File: config.mk
export PLATFORM = sky130hd
export DESIGN_NAME = shape_ctrl_flat
export DESIGN_NICKNAME = d
export VERILOG_FILES = /design/src/rtl/shape_ctrl_if.sv /design/src/rtl/shape_ctrl.sv /design/src/flat_wrapper.sv
export SDC_FILE = /design/constraint.sdc
export NUM_CORES = 1
export LEC_CHECK = 0
export CAP_MARGIN = 20
export CORE_ASPECT_RATIO = 0.5
export CORE_MARGIN = 10
export CORE_UTILIZATION = 43
export CTS_CLUSTER_SIZE = 20
export DETAILED_ROUTE_END_ITERATION = 12
export PLACE_DENSITY_LB_ADDON = 0.12
export SETUP_SLACK_MARGIN = 0.4
export SLEW_MARGIN = 15
export SYNTH_ARGS = -nofsm -noshare
export SYNTH_HDL_FRONTEND = slang
export SYNTH_SLANG_ARGS = --single-unit
File: constraint.sdc
create_clock -name clk -period 3.1 [get_ports clk]
set_input_delay 0.31 -clock clk [delete_from_list [all_inputs] [get_ports clk]]
set_output_delay 0.31 -clock clk [all_outputs]
set_load 0.01 [all_outputs]
File: src/rtl/shape_ctrl_if.sv
// Symbol handshake between an upstream requester and shape_ctrl.
// The requester drives valid and data. The sequencer drives ready.
interface shape_ctrl_if #(
  parameter int WIDTH = 32
);
  logic             sym_valid;
  logic             sym_ready;
  logic [WIDTH-1:0] sym_x;
  logic [WIDTH-1:0] sym_y;

  modport master (output sym_valid, output sym_x, output sym_y, input sym_ready);
  modport slave  (input sym_valid, input sym_x, input sym_y, output sym_ready);
endinterface

File: src/rtl/shape_ctrl.sv
// Sequencer for the shape pulse-shaping filter. It zero-stuffs each I/Q symbol
// to UPSAMPLE samples, then flushes the filter tail and drives shape's clock enable.
module shape_ctrl #(
  parameter int WIDTH        = 32,
  parameter int UPSAMPLE     = 8,
  parameter int FLUSH_CYCLES = 64
) (
  input  logic             clk,
  input  logic             rst,
  shape_ctrl_if.slave      sym,
  output logic [WIDTH-1:0] xin_o,
  output logic [WIDTH-1:0] yin_o,
  output logic             shape_en,
  output logic             phase0,
  output logic             busy,
  output logic             burst_done
);
  localparam int PW = (UPSAMPLE > 1) ? $clog2(UPSAMPLE) : 1;
  localparam int FW = (FLUSH_CYCLES > 1) ? $clog2(FLUSH_CYCLES) : 1;
  localparam logic [PW-1:0] PHASE_LAST = PW'(UPSAMPLE - 1);
  localparam logic [FW-1:0] FLUSH_LAST = FW'(FLUSH_CYCLES - 1);

  typedef enum logic [1:0] {IDLE, RUN, FLUSH} state_t;

  state_t        state;
  logic [PW-1:0] phase;
  logic [FW-1:0] flush_cnt;
  logic          xfer;

  always_comb begin
    sym.sym_ready = 1'b0;
    if (!rst) begin
      case (state)
        IDLE:    sym.sym_ready = 1'b1;
        RUN:     sym.sym_ready = (phase == PHASE_LAST);
        FLUSH:   sym.sym_ready = 1'b1;
        default: sym.sym_ready = 1'b0;
      endcase
    end
  end

  assign xfer = sym.sym_valid && sym.sym_ready;

  // Every state that can accept a symbol loads it in the same way, so the
  // transfer is handled first. A transfer also takes priority over flush expiry.
  always_ff @(posedge clk or posedge rst) begin
    if (rst) begin
      state      <= IDLE;
      phase      <= '0;
      flush_cnt  <= '0;
      xin_o      <= '0;
      yin_o      <= '0;
      shape_en   <= 1'b0;
      phase0     <= 1'b0;
      busy       <= 1'b0;
      burst_done <= 1'b0;
    end else begin
      burst_done <= 1'b0;
      if (xfer) begin
        state    <= RUN;
        phase    <= '0;
        xin_o    <= sym.sym_x;
        yin_o    <= sym.sym_y;
        phase0   <= 1'b1;
        shape_en <= 1'b1;
        busy     <= 1'b1;
      end else begin
        case (state)
          IDLE: ;
          RUN: begin
            xin_o  <= '0;
            yin_o  <= '0;
            phase0 <= 1'b0;
            if (phase == PHASE_LAST) begin
              state     <= FLUSH;
              phase     <= '0;
              flush_cnt <= FLUSH_LAST;
            end else begin
              phase <= phase + 1'b1;
            end
          end
          FLUSH: begin
            if (flush_cnt == '0) begin
              state      <= IDLE;
              shape_en   <= 1'b0;
              busy       <= 1'b0;
              burst_done <= 1'b1;
            end else begin
              flush_cnt <= flush_cnt - 1'b1;
            end
          end
          default: state <= IDLE;
        endcase
      end
    end
  end
endmodule

File: src/flat_wrapper.sv
// flat-port wrapper written by rule: the top's interface ports become plain ports
module shape_ctrl_flat 
#(
  parameter int WIDTH        = 32,
  parameter int UPSAMPLE     = 8,
  parameter int FLUSH_CYCLES = 64
)
  (clk, rst, xin_o, yin_o, shape_en, phase0, busy, burst_done, sym_sym_valid, sym_sym_x, sym_sym_y, sym_sym_ready);
  shape_ctrl_if #(.WIDTH(WIDTH)) sym_i ();
  input  logic clk;
  input  logic rst;
  output logic [WIDTH-1:0] xin_o;
  output logic [WIDTH-1:0] yin_o;
  output logic shape_en;
  output logic phase0;
  output logic busy;
  output logic burst_done;
  input wire logic [$bits(sym_i.sym_valid)-1:0] sym_sym_valid;
  input wire logic [$bits(sym_i.sym_x)-1:0] sym_sym_x;
  input wire logic [$bits(sym_i.sym_y)-1:0] sym_sym_y;
  output wire logic [$bits(sym_i.sym_ready)-1:0] sym_sym_ready;
  assign sym_i.sym_valid = sym_sym_valid;
  assign sym_i.sym_x = sym_sym_x;
  assign sym_i.sym_y = sym_sym_y;
  assign sym_sym_ready = sym_i.sym_ready;
  shape_ctrl #(.WIDTH(WIDTH), .UPSAMPLE(UPSAMPLE), .FLUSH_CYCLES(FLUSH_CYCLES)) u_core (.clk(clk), .rst(rst), .sym(sym_i), .xin_o(xin_o), .yin_o(yin_o), .shape_en(shape_en), .phase0(phase0), .busy(busy), .burst_done(burst_done));
endmodule
Yosys cells after proc, flatten, opt, wreduce, memory -nomap -nowiden
Index checks and enable logic that the tools add are counted.
{"block": "totals", "in_bits": 67, "regBits": 78, "output_inout_bits": 69}
{"block": "classes", "n_bitwise": 1, "n_mux": 23, "reduce_logical": 11, "n_eq_ne": 8, "add_sub_neg": 2}
{"cell": "$mux 32", "count": 3}
{"cell": "$mux 6", "count": 2}
{"cell": "$pmux 6 s2", "count": 1}
{"cell": "$mux 1", "count": 9}
{"cell": "$mux 3", "count": 3}
{"cell": "$reduce_bool 2->1", "count": 4}
{"cell": "$logic_not 6->1", "count": 1}
{"cell": "$mux 2", "count": 3}
{"cell": "$ne 3x1->1 const B", "count": 2}
{"cell": "$pmux 2 s3", "count": 1}
{"cell": "$sub 6x1->6 const B", "count": 1}
{"cell": "$ne 2x1->1 const B", "count": 2}
{"cell": "$reduce_and 4->1", "count": 1}
{"cell": "$add 3x1->3 const B", "count": 1}
{"cell": "$eq 3x3->1 const B", "count": 1}
{"cell": "$reduce_and 3->1", "count": 1}
{"cell": "$eq 2x1->1 const B", "count": 1}
{"cell": "$eq 2x2->1 const B", "count": 1}
{"cell": "$logic_not 2->1", "count": 1}
{"cell": "$ne 2x2->1 const B", "count": 1}
{"cell": "$pmux 1 s2", "count": 1}
{"cell": "$reduce_and 2->1", "count": 1}
{"cell": "$reduce_or 2->1", "count": 1}
{"cell": "$logic_and 1x1->1", "count": 1}
{"cell": "$not 1->1", "count": 1}

Longest topological paths before layout
Gate-level depths: netlist (run 1).
{"block": "depth", "depth_word": 7, "ltp_mapped": 8, "depth_no_buf": 6}

Worst setup path after synthesis (run 1)
Ideal clock, no wire load.
{"block": "synth_timing", "path_kind": "register to register", "start": "reg u_core.phase[0]", "end": "reg u_core.flush_cnt[4]", "arrival_ns": 1.698, "stages_incl_launch_ff": 9, "path_slack_ns": 1.303, "n_path_buf": 2, "period_less_slack_ns": 1.797, "cell_sequence": "dfrtp_1 > ha_1 > ha_1 > nand2b_1 > a21bo_2 > clkbuf_1 > buf_2 > nor2_1 > a311oi_1"}
{"block": "synth_via", "elab_chain_len": 6, "elab_cells_between_ends": 7, "classes_between": "2 x eq/ne; 2 x mux; 1 x bitwise; 2 x reduce/logical"}
{"element": "start: declaration", "line_no": "shape_ctrl.sv:26", "text": "logic [PW-1:0] phase;"}
{"element": "start signal: assignment", "line_no": "shape_ctrl.sv:79", "text": "phase <= phase + 1'b1;"}
{"element": "$eq 3x3->1 *", "line_no": "shape_ctrl.sv:35, shape_ctrl.sv:74"}
{"element": "$pmux 1 s2", "line_no": "shape_ctrl.sv:33", "text": "case (state)"}
{"element": "$mux 1", "line_no": "shape_ctrl.sv:32", "text": "if (!rst) begin"}
{"element": "$logic_and 1x1->1", "line_no": "shape_ctrl.sv:42", "text": "assign xfer = sym.sym_valid && sym.sym_ready;"}
{"element": "$not 1->1 (no source line)"}
{"element": "$reduce_and 4->1 (no source line) *"}
{"element": "end signal: assignment", "line_no": "shape_ctrl.sv:89", "text": "flush_cnt <= flush_cnt - 1'b1;"}
{"element": "end: declaration", "line_no": "shape_ctrl.sv:27", "text": "logic [FW-1:0] flush_cnt;"}
Mark *: on every way between the ends. The rest lies on a longest branch, timed or not.
A chain may end at the register's enable or synchronous reset.

Worst setup path in the final report (run 1)
{"block": "layout_timing", "start": "reg u_core.phase[0]", "end": "out sym_sym_ready"}
{"block": "layout_via", "elab_chain_len": 3}
{"element": "$eq 3x3->1", "line_no": "shape_ctrl.sv:35", "text": "RUN: sym.sym_ready = (phase == PHASE_LAST);"}
{"element": "$pmux 1 s2", "line_no": "shape_ctrl.sv:33"}
{"element": "$mux 1", "line_no": "shape_ctrl.sv:32"}
{"element": "end: declaration", "line_no": "flat_wrapper.sv:21", "text": "output wire logic [$bits(sym_i.sym_ready)-1:0] sym_sym_ready;"}
No other way between the ends.

==> summary.txt, run 1 <==
status: completed
CTS buffer count: 9
worst setup margin: 0.764 ns
Setup Skew: 0.00595 ns
prevailing post-synth register cell: dfrtp_1
worst reg2reg setup slack: 0.85 ns
Setup-failing EPs final: 0
Max Cap Violations: 0
DP Area: 0.00471 mm2
Avg WL per Cell: 15.8 um
Async SR Flop Fraction: 1.00
I/O pin cnt: 136
measured slew at the worst slew-check pin: 0.903 ns
syn_area_per_cell: 9.10 um2
Final Instance Area: 0.00500 mm2
Die ar.: 0.0117 mm2
fraction of layout instances using a drive strength above 1: 0.0570
PwrDens: 746 mW/mm2
WP data required: 2.79 ns
CP max stage cell: clkdlybuf4s50_1
Nets: 557
P_sw: 1.23 mW
die height: 81.6 um
leakage: 2.43 nW
Crit Path Class: reg2out
# fillers: 605
clk slew on worst S/H paths: 0.06 ns
final core occ: 0.681
CP cell instances: ha_1 -> ha_1 -> nand2b_1 -> a21oi_1 -> clkdlybuf4s50_1
R2R cell count: 7
Non-Filler Instances: 587
# port buffers: 135
synth unique cells: 37
sequential fraction of the synthesis area: 0.599
Core ar.: 0.00735 mm2
Site Rows: 22
highest clock rate: 428 MHz
crit-path max cell delay: 0.56 ns
Die Wd: 143 um
initial core utilization: 0.443
Switching Fraction: 0.329
post-CTS sizing: 0
Multi-input gate area: 0.00120 mm2
clk buf depth: 2
Clk Latency, worst-skew pair: 0.33 ns
Fin. Hold Viols: 0
cts hold-fix bufs: 0
first-pass GRT wire length: 14,600 um
leading area contributor after synthesis: dfrtp_1
critical path arrival: 2.03 ns
Post-synth top cells: nand2_1 (133), dfrtp_1 (78), nand3_1 (66), clkbuf_1 (13)
CTS sink count: 78
Clk pwr share: 0.278
Synth area leaders: dfrtp_1 (60%), nand2_1 (15%), nand3_1 (10%)
most used cell, CP: ha_1
routability cong.: 0.749
vias per cell: 4.84
antenna violations before repair: 0
CP max FO: 6
sum of negative setup slack: 0 ns
pre-CTS setup slack: 0.869 ns
Syn Std Cell Area: 0.00326 mm2
Reg-to-Reg End: u_core.yin_o[26]
FF-to-FF Start: u_core.phase[0]
total grt overflow: 0
Ys Warns: 0
ANT nets after route: 0
postcts setup bufs: 0
Worst setup SP type: flop
DRT iter0 DRCs: 199
DP Cell Count: 571
Int Power: 2.51 mW
Synth top area share: 0.599
largest net degree at the start of global routing: 59
cell count after synthesis: 358
Synth Net Count: 429
WP buf/inv: 1
number of synthesized flops with an enable pin: 0
CTS tree: built
HPWL Detailed: 6420 um
GRT Util Overall: 0.157
total stage count of the critical path: 5
Residual DRC: 0
RSZ-0062 raised after global routing: no
Peak VDD IR: 0.000356 V
routed vias: 2,840
root buffer cell: clkbuf_16
area delta synth->final: 53.5%
hold_ws: 0.449 ns
drt total wl: 9260 um
FF+latch area: 0.00195 mm2
Flop pwr share: 0.382
DRT Pass-1 Iters: 4
Hold Path Class: in2async
H-tree Lvls: 3
antenna diode count: 0
CP delay by family, top: buffers and inverters
period utilisation layout: 0.753
min cycle time layout: 2.34 ns
Max Transition Viols Final: 0
CP endpoint kind: output port
part of the power in combinational logic: 0.340
Synth Register Bits: 78
headroom to the max-slew limit: 0.398
vias in the first global route: 2,767
most common cell in the netlist: nand2_1
Total Power: 3.73 mW
power groups by stage:
| stage | Combinational (mW) | Clock (mW) | Sequential [mW] |
|---|---|---|---|
| after global routing | 1.39 | 1.11 | 1.46 |
| after global placement | 1.28 | 0 | 1.43 |
| after floorplan | 0.567 | 0 | 1.50 |
| after detailed placement | 1.29 | 0 | 1.44 |
| after CTS | 1.29 | 1.06 | 1.43 |
| final | 1.27 | 1.04 | 1.43 |
worst max-delay path by stage:
stage / end / startpoint
5_1_grt: sym_sym_ready / u_core.phase[0]
3_5_place_dp: u_core.yin_o[27] / u_core.phase[0]
2_1_floorplan: u_core.burst_done / rst
6_report: sym_sym_ready / u_core.phase[0]
3_3_place_gp: u_core.xin_o[7] / u_core.phase[0]
4_1_cts: sym_sym_ready / u_core.phase[0]
layout by cell type, fill, tap and decap left out, drive strengths merged, types with 2 or more instances in the layout:
cell type / synthesis / final
ha: 4 / 4
nand2b: 6 / 6
nor3: 2 / 2
o21ai: 5 / 5
buf: 12 / 7
a21oi: 2 / 2
dfrtp: 78 / 78
clkinv: 0 / 2
clkdlybuf4s50: 0 / 135
nor2b: 2 / 2
nand2: 133 / 133
nand3: 66 / 66
inv: 6 / 6
clkbuf: 13 / 13
nor2: 8 / 8
metal layers:
metal	part of all wire	vias up	wire length (um)	GRT usage
met2	0.48	79	4410	0.251
met5	0	-	0	0
met4	0.012	0	107	0.0491
met3	0.086	9	799	0.0725
met1	0.43	1329	3940	0.187
li1	-	1423	-	-
sequential cells by signal, indices dropped and copies added (netlist names):
register           count
u_core.xin_o          32
u_core.yin_o          32
u_core.flush_cnt       6
u_core.phase           3
u_core.state           2
u_core.burst_done      1
u_core.phase0          1
u_core.shape_en        1
kinds of logic (layout without fill, tap and decap cells):
| kind of cell | after synthesis | count (layout) | share of synthesized area |
|---|---|---|---|
| AOI/OAI and AO/OA | 21 | 21 | 0.0480 |
| adders and majority gates | 4 | 4 | 0.0154 |
| buffers and inverters | 31 | 164 | 0.0380 |
| DFF | 78 | 78 | 0.599 |
| muxes | 1 | 1 | 0.00307 |
| and+or+nand+nor | 223 | 223 | 0.297 |
layout make-up:
type,instances,area share
clock buffers,13,0.0500
clock inverters,3,0.00875
inverters,6,0.00450
multi-input cells,249,0.239
flip-flops and latches,78,0.390
well taps,96,0.0240
repair buffers,142,0.283
Note: power is estimated with default switching activity, not from simulation.
==> run 2: changes to the inputs <==
CORE_UTILIZATION = 39   (was 43)
clock period = 2.14 ns   (was 3.1 ns; I/O delays follow)
==> summary.txt, run 2 (synthesized netlist as in run 1, its figures left out) <==
status: completed
Crit Path Class: reg2reg
DP Cell Count: 588 (+3.0%)
routability cong.: 0.742 (-0.91%)
Core ar.: 0.00806 mm2 (+9.6%)
# port buffers: 135 (unchanged)
Clk Latency, worst-skew pair: 0.33 ns (about the same)
initial core utilization: 0.405 (-0.0390)
root buffer cell: clkbuf_16
highest clock rate: 587 MHz
routed vias: 2,904 (+2.3%)
DRT Pass-1 Iters: 6 (+2)
sum of negative setup slack: 0 ns (unchanged)
P_sw: 1.81 mW (+47%)
HPWL Detailed: 6510 um (+1.3%)
die height: 84.6 um (+3.8%)
hold_ws: 0.247 ns (-0.202 ns)
H-tree Lvls: 3 (unchanged)
Int Power: 3.74 mW (+49%)
commonest non-fill, non-tap cell in the layout: clkdlybuf4s50_1
largest net degree at the start of global routing: 71 (+20%)
fraction of layout instances using a drive strength above 1: 0.0847 (+0.0277)
CP max FO: 6 (unchanged)
Die Wd: 149 um (+4.3%)
antenna violations before repair: 0 (unchanged)
CP endpoint kind: flop
Die ar.: 0.0126 mm2 (+8.2%)
CP cell instances: ha_2 -> ha_4 -> nand2b_4 -> a21boi_4 -> or4_1 -> o311a_1
WP buf/inv: 0 (-1)
antenna diode count: 0 (unchanged)
vias per cell: 4.78 (-1.3%)
ANT nets after route: 0 (unchanged)
Max Cap Violations: 0 (unchanged)
PwrDens: 1070 mW/mm2 (+44%)
min cycle time layout: 1.70 ns
Flop pwr share: 0.374 (-0.008)
Hold Path Class: in2async
Fin. Hold Viols: 0 (unchanged)
CTS buffer count: 9 (unchanged)
headroom to the max-slew limit: 0.720 (+0.321)
leading cell types in the layout, fill and taps excluded: clkdlybuf4s50_1 (134), nand2_1 (133), dfrtp_1 (78), nand3_1 (66), clkbuf_16 (10)
critical path arrival: 1.90 ns (-0.13 ns)
CP max stage cell: or4_1
biggest regs: u_core.xin_o: 32 flops, u_core.yin_o: 32 flops, u_core.flush_cnt: 6 flops
Worst setup SP type: flop
Setup-failing EPs final: 0 (unchanged)
Max Transition Viols Final: 0 (unchanged)
WP data required: 2.34 ns (-0.45 ns)
period utilisation layout: 0.796
clk buf depth: 2 (unchanged)
area delta synth->final: 58.4%
I/O pin cnt: 136 (unchanged)
measured slew at the worst slew-check pin: 0.421 ns (-0.482 ns)
CTS sink count: 78 (unchanged)
DRT iter0 DRCs: 161 (-19%)
vias in the first global route: 2,857 (+3.3%)
leakage: 2.48 nW (+2.4%)
Avg WL per Cell: 15.9 um (+0.96%)
clk slew on worst S/H paths: 0.05 ns (about the same)
Peak VDD IR: 0.000487 V (+37%)
first-pass GRT wire length: 15,100 um (+3.6%)
Residual DRC: 0 (unchanged)
Non-Filler Instances: 608 (+3.6%)
Clk pwr share: 0.269 (-0.009)
GRT Util Overall: 0.148 (-0.00837)
CTS tree: built
total grt overflow: 0 (unchanged)
RSZ-0062 raised after global routing: yes
Site Rows: 23 (+4.5%)
crit-path max cell delay: 0.51 ns (-0.05 ns)
CP delay by family, top: simple AND/OR/NAND/NOR gates
Switching Fraction: 0.326 (-0.00315)
Setup Skew: 0.00499 ns (-0.000964 ns)
part of the power in combinational logic: 0.357 (+0.017)
Nets: 564 (+1.3%)
drt total wl: 9690 um (+4.6%)
# fillers: 670 (+11%)
-- run 2: path summary, 6_finish.rpt --
path	startpoint	to	slack (ns)	cells after the start
worst max-delay path	u_core.phase[0]	u_core.flush_cnt[3]	0.44	6
worst max register to register	u_core.phase[0]	u_core.flush_cnt[3]	0.44	6
worst min-delay path	rst	u_core.yin_o[20]	0.25	2
min in group clk	sym_sym_x[20]	u_core.xin_o[20]	0.41	3
worst min register to register	u_core.phase0	u_core.phase0	0.48	2
max in group asynchronous	rst	u_core.xin_o[24]	1.28	3
-- run 2: cell type report --
| type | count | area, um2 | area share |
|---|---|---|---|
| multi-input cells | 249 | 1240 | 0.240 |
| well taps | 112 | 140 | 0.0271 |
| clock inverters | 1 | 30.0 | 0.00582 |
| flip-flops and latches | 78 | 1950 | 0.378 |
| repair buffers | 149 | 1510 | 0.293 |
| inverters | 6 | 26.3 | 0.00509 |
| clock buffers | 13 | 260 | 0.0504 |
-- run 2: routing by layer --
| metal | part of all wire | global-route usage | up-vias |
|---|---|---|---|
| li1 | - | - | 1446 |
| met1 | 0.42 | 0.170 | 1388 |
| met2 | 0.51 | 0.251 | 62 |
| met3 | 0.064 | 0.0600 | 8 |
| met4 | 0.0091 | 0.0416 | 0 |
| met5 | 0 | 0 | - |
-- run 2: through the flow --
| stage | cell area (um2) | total power [mW] | setup slack [ns] | utilization |
|---|---|---|---|---|
| 6_report | 5160 | 5.55 | 0.437 | 0.641 |
| 5_1_grt | 5160 | 5.90 | 0.369 | 0.641 |
| 4_1_cts | 5070 | 5.54 | 0.403 | 0.630 |
| 3_5_place_dp | 4760 | 4.00 | 0.225 | 0.591 |
| 3_3_place_gp | 4760 | 3.98 | 0.285 | 0.591 |
| 2_1_floorplan | 3270 | 3.00 | 0.426 | - |
-- run 2: timing repair --
item | 4_1_cts | 5_1_grt
gates cloned | 0 | 1
endpoints found under the setup margin | 68 | 31
hold buffers | 0 | 0
resized for setup | 8 | 6
pin swaps | 0 | 3
setup buffers | 0 | 5
-- run 2: power groups by stage --
stage	Sequential, mW	Clock, mW	Combinational (mW)
after floorplan	2.18	0	0.824
after global placement	2.07	0	1.91
after detailed placement	2.08	0	1.92
after CTS	2.07	1.54	1.94
after global routing	2.13	1.60	2.18
final	2.07	1.49	1.98
-- run 2: worst register-to-register path: stages, from the launching register on --
cell and delay, ns:
dfrtp_1 0.39, ha_2 0.20, ha_4 0.18, nand2b_4 0.09, a21boi_4 0.08, or4_1 0.51, o311a_1 0.12
